==> src/rtl/funct_generator_lut_sequencer_pkg.sv <==
// Shared types and sizing for the LUT waveform sequencer.
package gen_fifo_defines_pkg;

  // Burst sequencing states.
  typedef enum logic [1:0] {
    IDLE  = 2'd0,
    RUN   = 2'd1,
    DRAIN = 2'd2,
    DONE  = 2'd3
  } seq_state_t;

  // Skid buffer depth; also the credit ceiling for in-flight LUT reads.
  localparam int SKID_DEPTH = 4;

  // Occupancy counter width, wide enough to hold 0..SKID_DEPTH.
  localparam int SKID_OCC_W = $clog2(SKID_DEPTH + 1);

  // Credit sum width: occupancy plus two single-bit valid flags.
  localparam int CREDIT_W = SKID_OCC_W + 1;

endpackage

==> src/rtl/funct_generator_lut_sequencer_skid_buf.sv <==
// Small circular FIFO that catches LUT samples returning from the read pipe.
// The issuing side reserves space before reading, so pushes never hit a full buffer.
module gen_lut_skid_buf
  import gen_fifo_defines_pkg::*;
#(
  parameter int DATA_WIDTH = 16
) (
  input  logic                         clk,
  input  logic                         rst_n,
  input  logic                         push,
  input  logic signed [DATA_WIDTH-1:0] push_data,
  input  logic                         pop,
  output logic signed [DATA_WIDTH-1:0] head_data,
  output logic [SKID_OCC_W-1:0]        occ,
  output logic                         empty
);

  localparam int PTR_W = $clog2(SKID_DEPTH);

  logic signed [DATA_WIDTH-1:0] mem [SKID_DEPTH];
  logic [PTR_W-1:0]             wr_ptr;
  logic [PTR_W-1:0]             rd_ptr;
  logic                         pop_ok;

  // Popping an empty buffer is ignored rather than corrupting the pointers.
  assign pop_ok = pop && !empty;

  // Sample storage; contents are don't-care until the pointers say otherwise.
  always_ff @(posedge clk) begin
    if (push) begin
      mem[wr_ptr] <= push_data;
    end
  end

  // Pointer and occupancy bookkeeping; push+pop together leaves occ unchanged.
  always_ff @(posedge clk or negedge rst_n) begin
    if (!rst_n) begin
      wr_ptr <= '0;
      rd_ptr <= '0;
      occ    <= '0;
    end else begin
      if (push) begin
        wr_ptr <= wr_ptr + PTR_W'(1);
      end
      if (pop_ok) begin
        rd_ptr <= rd_ptr + PTR_W'(1);
      end
      case ({push, pop_ok})
        2'b10:   occ <= occ + SKID_OCC_W'(1);
        2'b01:   occ <= occ - SKID_OCC_W'(1);
        default: occ <= occ;
      endcase
    end
  end

  assign empty     = (occ == '0);
  assign head_data = mem[rd_ptr];

endmodule

==> src/rtl/funct_generator_lut_sequencer.sv <==
// Phase-accumulator driven LUT reader that streams waveform samples into the
// generator FIFO. Reads are credit-limited against a 4-entry skid buffer so
// FIFO backpressure never loses a sample already requested from the LUT.
module funct_generator_lut_sequencer
  import gen_fifo_defines_pkg::*;
#(
  parameter int DATA_WIDTH  = 16,
  parameter int ADDR_WIDTH  = 8,
  parameter int PHASE_WIDTH = 16,
  parameter int CNT_WIDTH   = 16
) (
  input  logic                         clk,
  input  logic                         rst_n,
  input  logic                         start_i,
  input  logic                         stop_i,
  input  logic [PHASE_WIDTH-1:0]       phase_inc_i,
  input  logic [PHASE_WIDTH-1:0]       phase_offset_i,
  input  logic [CNT_WIDTH-1:0]         sample_count_i,
  output logic                         busy_o,
  output logic                         done_o,
  output logic [ADDR_WIDTH-1:0]        read_addr_o,
  input  logic signed [DATA_WIDTH-1:0] read_data_i,
  input  logic                         fifo_full_i,
  output logic                         fifo_wr_en_o,
  output logic signed [DATA_WIDTH-1:0] fifo_wr_data_o
);

  seq_state_t                   state;
  seq_state_t                   state_nxt;

  logic [PHASE_WIDTH-1:0]       acc;
  logic [PHASE_WIDTH-1:0]       inc_r;
  logic [CNT_WIDTH-1:0]         remaining;
  logic                         continuous;

  // v_a: address on read_addr_o this cycle; v_d: LUT data valid this cycle.
  logic                         v_a;
  logic                         v_d;

  logic                         issue;
  logic                         last_issue;
  logic                         credit_ok;
  logic [CREDIT_W-1:0]          credit_used;

  logic                         buf_pop;
  logic                         buf_empty;
  logic [SKID_OCC_W-1:0]        occ;
  logic signed [DATA_WIDTH-1:0] buf_head;

  // Every requested read counts against buffer space until it is popped.
  assign credit_used = CREDIT_W'(occ) + CREDIT_W'(v_a) + CREDIT_W'(v_d);
  assign credit_ok   = (credit_used < CREDIT_W'(SKID_DEPTH));

  // The issue that consumes the last counted sample ends the burst.
  assign last_issue  = issue && !continuous && (remaining == CNT_WIDTH'(1));

  // State register.
  always_ff @(posedge clk or negedge rst_n) begin
    if (!rst_n) begin
      state <= IDLE;
    end else begin
      state <= state_nxt;
    end
  end

  // Next-state decode; start only matters in IDLE and stop only in RUN.
  always_comb begin
    state_nxt = state;
    case (state)
      IDLE:  if (start_i)                         state_nxt = RUN;
      RUN:   if (stop_i || last_issue)            state_nxt = DRAIN;
      DRAIN: if (!v_a && !v_d && buf_empty)       state_nxt = DONE;
      DONE:                                       state_nxt = IDLE;
      default:                                    state_nxt = IDLE;
    endcase
  end

  // State-decoded outputs and the per-cycle read issue decision.
  always_comb begin
    busy_o = (state == RUN) || (state == DRAIN);
    done_o = (state == DONE);
    issue  = (state == RUN) && credit_ok && (continuous || (remaining != '0));
  end

  // Burst configuration capture and phase accumulation / address generation.
  always_ff @(posedge clk or negedge rst_n) begin
    if (!rst_n) begin
      acc         <= '0;
      inc_r       <= '0;
      remaining   <= '0;
      continuous  <= 1'b0;
      read_addr_o <= '0;
    end else if ((state == IDLE) && start_i) begin
      acc         <= phase_offset_i;
      inc_r       <= phase_inc_i;
      remaining   <= sample_count_i;
      continuous  <= (sample_count_i == '0);
    end else if (issue) begin
      read_addr_o <= acc[PHASE_WIDTH-1 -: ADDR_WIDTH];
      acc         <= acc + inc_r;
      if (!continuous) begin
        remaining <= remaining - CNT_WIDTH'(1);
      end
    end
  end

  // Valid pipe tracking reads through the one-cycle LUT latency.
  always_ff @(posedge clk or negedge rst_n) begin
    if (!rst_n) begin
      v_a <= 1'b0;
      v_d <= 1'b0;
    end else begin
      v_a <= issue;
      v_d <= v_a;
    end
  end

  assign buf_pop = !buf_empty && !fifo_full_i;

  gen_lut_skid_buf #(
    .DATA_WIDTH (DATA_WIDTH)
  ) u_skid_buf (
    .clk       (clk),
    .rst_n     (rst_n),
    .push      (v_d),
    .push_data (read_data_i),
    .pop       (buf_pop),
    .head_data (buf_head),
    .occ       (occ),
    .empty     (buf_empty)
  );

  // Head storage is not reset, so the data port is held at 0 whenever empty.
  assign fifo_wr_en_o   = buf_pop;
  assign fifo_wr_data_o = buf_empty ? '0 : buf_head;

endmodule

==> config.mk <==
export PLATFORM = sky130hd
export DESIGN_NAME = funct_generator_lut_sequencer
export DESIGN_NICKNAME = d
export VERILOG_FILES = /design/src/rtl/funct_generator_lut_sequencer_pkg.sv /design/src/rtl/funct_generator_lut_sequencer_skid_buf.sv /design/src/rtl/funct_generator_lut_sequencer.sv
export SDC_FILE = /design/constraint.sdc
export NUM_CORES = 1
export LEC_CHECK = 0
export ABC_AREA = 1
export CORE_AREA = 2 2 165 167
export CTS_CLUSTER_DIAMETER = 150
export DETAILED_ROUTE_END_ITERATION = 10
export DIE_AREA = 0 0 167 169
export PLACE_DENSITY = 0.42
export SYNTH_ARGS = -nofsm -noshare
export SYNTH_HDL_FRONTEND = slang
export SYNTH_SLANG_ARGS = --single-unit
==> constraint.sdc <==
create_clock -name clk -period 4.1 [get_ports clk]
set_clock_uncertainty 0.15 [all_clocks]
set_input_delay 0.82 -clock clk [delete_from_list [all_inputs] [get_ports clk]]
set_output_delay 0.82 -clock clk [all_outputs]
set_load 0.01 [all_outputs]
==> impl_metrics.py <==
metrics = {
    "synthesis": {
        "syn_avg_cell_area_um2": 8.202,
        "synth_common_cells": "nand2_1 (301), nor2_1 (100), inv_1 (77)",
        "synth_edf_count": 64,
        "netlist_area_um2": 7013,
        "synth_nets": 955,
        "ys_types": 32,
        "yosysMostFrequentCell": "nand2_1",
        "synthFlopType": "dfrtp_1",
        "ys_top_cells_by_area": "edfxtp_1 (27%), dfrtp_1 (24%), nand2_1 (16%), nor2_1 (5.4%), ha_1 (5.2%)",
        "netlist_instances": 855,
        "synth_area_leader_cell": "edfxtp_1",
        "yosysWarnings": 0,
        "synth_seq_area_share": 0.5167,
        "ys_seq_elements": 132,
        "synth.top_cell.area_share": 0.2740,
        "async_reset_ff_frac": 0.5152,
    },
    "grt": {
        "antenna_found_initial": 0,
        "grt_max_degree": 69,
        "grt_overflow": 0,
        "grt.total_usage": 0.1338,
        "grt_pass1_vias": 5688,
        "grt_pass1_wl_mm": 29.94,
    },
    "pwr": {
        "switching_share": 0.4242,
        "clkPwrFrac": 0.218,
        "p_seq_frac": 0.302,
        "switching_power_mw": 2.906,
        "combPwrFrac": 0.480,
        "ir_drop_v": 0.0002544,
        "powerDensity_nw_per_um2": 769.1,
        "p_leak_nw": 4.048,
        "intPower_mw": 3.944,
    },
    "critical_path": {
        "reg2reg_setup_slack_ps": 1440,
        "crit-reg2reg-capture": "remaining[2]",
        "r2r-start": "v_d",
        "reg2regPathDepth": 8,
        "worstPathRequired_ps": 3130,
        "critPathLaunchType": "register",
        "end_kind": "primary output",
        "critPathKind": "register to primary output",
        "crit_path_max_fanout": 17,
        "cp.arrival_ps": 2410,
    },
    "floorplan": {
        "die_w_um": 167,
        "die_height_um": 169,
        "fp.coreArea_um2": 26500,
        "initial_core_util": 0.2646,
        "rows": 60,
        "io_pins": 96,
        "die_area_um2": 28220,
    },
    "timing": {
        "setup_tns_ps": 0,
        "period_share": 0.8242,
        "fmax_mhz": 295.9,
        "setup_viol_count_final": 0,
        "rsz0062_at_grt": "false",
        "worst_pin_slew_ps": 993.8,
        "slew_headroom": 0.3330,
        "drv_slew": 0,
        "finalCriticalPeriod_ps": 3379,
        "finalHoldViolations": 0,
    },
    "cells_and_area": {
        "drive_gt1_frac": 0.05809,
        "fin_nets": 1051,
        "design_area_um2": 8906,
        "syn_to_final_growth_pct": 26.99,
        "antenna_cells": 0,
    },
    "cts": {
        "clk-insertion-delay-late_ps": 420,
        "cts-root-buf": "clkbuf_16",
        "post-cts-setup-buffers": 0,
        "ctsLongestPathBuffers": 2,
        "htreeDepth": 4,
        "clkSinkCount": 132,
        "cts_tree": "yes",
        "cts.clk_slew.worst_paths_ps": 60,
        "cts_hold_buf": 0,
        "cts_resized": 0,
        "cts_inserted_buffers": 17,
    },
    "drt": {
        "drt_drc_violations_left": 0,
        "drt_iter0_drc": 243,
        "wl_per_cell_um": 14.05,
        "viasPerCell": 4.319,
        "detail-route-antenna-nets": 0,
        "num_vias": 5636,
        "first_pass_iters": 4,
        "wl_mm": 18.34,
    },
    "worst_hold_path": {
        "min_from": "v_a",
        "hold_path.class": "register to register",
        "hold_depth": 0,
        "hold_end": "v_d",
    },
    "run_status": {
        "status": "finished clean",
    },
    "place": {
        "placed_area_um2": 8334,
        "hpwl_mm": 12.85,
        "place.gp.congestion": 0.8102,
        "port_buffers": 95,
    },
    "run": {
        "maxCapViolations": 0,
    },
}
## worst max path at each step
stage | from | endpoint | slack (ps) | depth (start not counted)
after floorplan | fifo_full_i | u_skid_buf.occ[2] | 1710 | 7
after global placement | fifo_full_i | fifo_wr_en_o | 1010 | 3
after detailed placement | fifo_full_i | fifo_wr_en_o | 990 | 3
after CTS | u_skid_buf.rd_ptr[0] | fifo_wr_data_o[4] | 690 | 5
after global routing | u_skid_buf.rd_ptr[0] | fifo_wr_data_o[12] | 570 | 5
final | u_skid_buf.rd_ptr[0] | fifo_wr_data_o[4] | 720 | 5
## layer usage
metal / global-route usage / vias to the layer above / wire (um)
met1: 0.1788 / 2582 / 9096
li1: - / 2940 / -
met2: 0.2213 / 96 / 8465
met3: 0.01987 / 18 / 523
met4: 0.04760 / 0 / 255
met5: 0 / - / 0
## kinds of logic (layout without fill, tap and decap cells)
| family | Yosys count | count (layout) | synth area share |
|---|---|---|---|
| XOR/XNOR | 15 | 15 | 0.01873 |
| flip-flops | 132 | 132 | 0.5167 |
| adder cells (fa/ha/maj) | 31 | 31 | 0.05745 |
| AND/OR/NAND/NOR | 477 | 477 | 0.2783 |
| AO/OA/AOI/OAI | 91 | 91 | 0.06584 |
| buffers and inverters | 107 | 216 | 0.06012 |
| multiplexers | 2 | 2 | 0.002855 |
## worst max-delay path: stages, from the launching register on
cell             delay (ps)
dfrtp_1                 370
inv_1                   370
buf_4                   320
o21ai_0                 120
a21oi_1                 240
clkdlybuf4s50_1         580
## final cells by class
type	count	area (um^2)
multi-input combinational	616	2968
clock buffer	17	425.4
timing repair buffer	104	1016
fill	2808	17590
sequential	132	3623
tap	341	426.7
clock inverter	15	146.4
inverter	80	300.3
## power by group through the flow
stage | Sequential [mW] | Combinational (mW) | Clock (mW)
after floorplan | 2.00 | 2.29 | 0
final | 2.07 | 3.29 | 1.49
after CTS | 2.08 | 3.36 | 1.54
after detailed placement | 2.10 | 3.34 | 0
after global routing | 2.12 | 3.80 | 1.59
after global placement | 2.10 | 3.33 | 0
## flip-flops by register name (all words and copies together), names as in the netlist
| register | count |
|---|---|
| inc_r | 16 |
| u_skid_buf.occ | 3 |
| acc | 16 |
| u_skid_buf.rd_ptr | 2 |
| read_addr_o | 8 |
| v_d | 1 |
| state | 2 |
| remaining | 16 |
| continuous | 1 |
| u_skid_buf.wr_ptr | 2 |
| v_a | 1 |
| u_skid_buf.mem | 64 |
## metrics by stage
| step | util | instances | total power [mW] | setup slack [ps] | hold slack [ps] |
|---|---|---|---|---|---|
| 2_1_floorplan | - | 855 | 4.296 | 1709 | 225.1 |
| 3_3_place_gp | 0.3145 | 1273 | 5.433 | 1008 | 239.9 |
| 3_5_place_dp | 0.3145 | 1273 | 5.438 | 993.9 | 240.0 |
| 4_1_cts | 0.3361 | 1305 | 6.978 | 689.7 | 254.2 |
| 5_1_grt | 0.3361 | 1305 | 7.519 | 573.6 | 259.5 |
| 6_report | 0.3361 | 1305 | 6.849 | 720.8 | 249.2 |
## placed cells by master, fill, tap and decap left out, types with 29 or more instances in the layout
cell / Yosys / layout
a21oi_1: 29 / 29
clkdlybuf4s50_1: 0 / 94
dfrtp_1: 68 / 68
edfxtp_1: 64 / 64
ha_1: 29 / 29
inv_1: 77 / 77
nand2_1: 301 / 301
nand3_1: 42 / 42
nor2_1: 100 / 100
o21ai_0: 58 / 58
No activity file was read; power rests on OpenSTA's default activity.
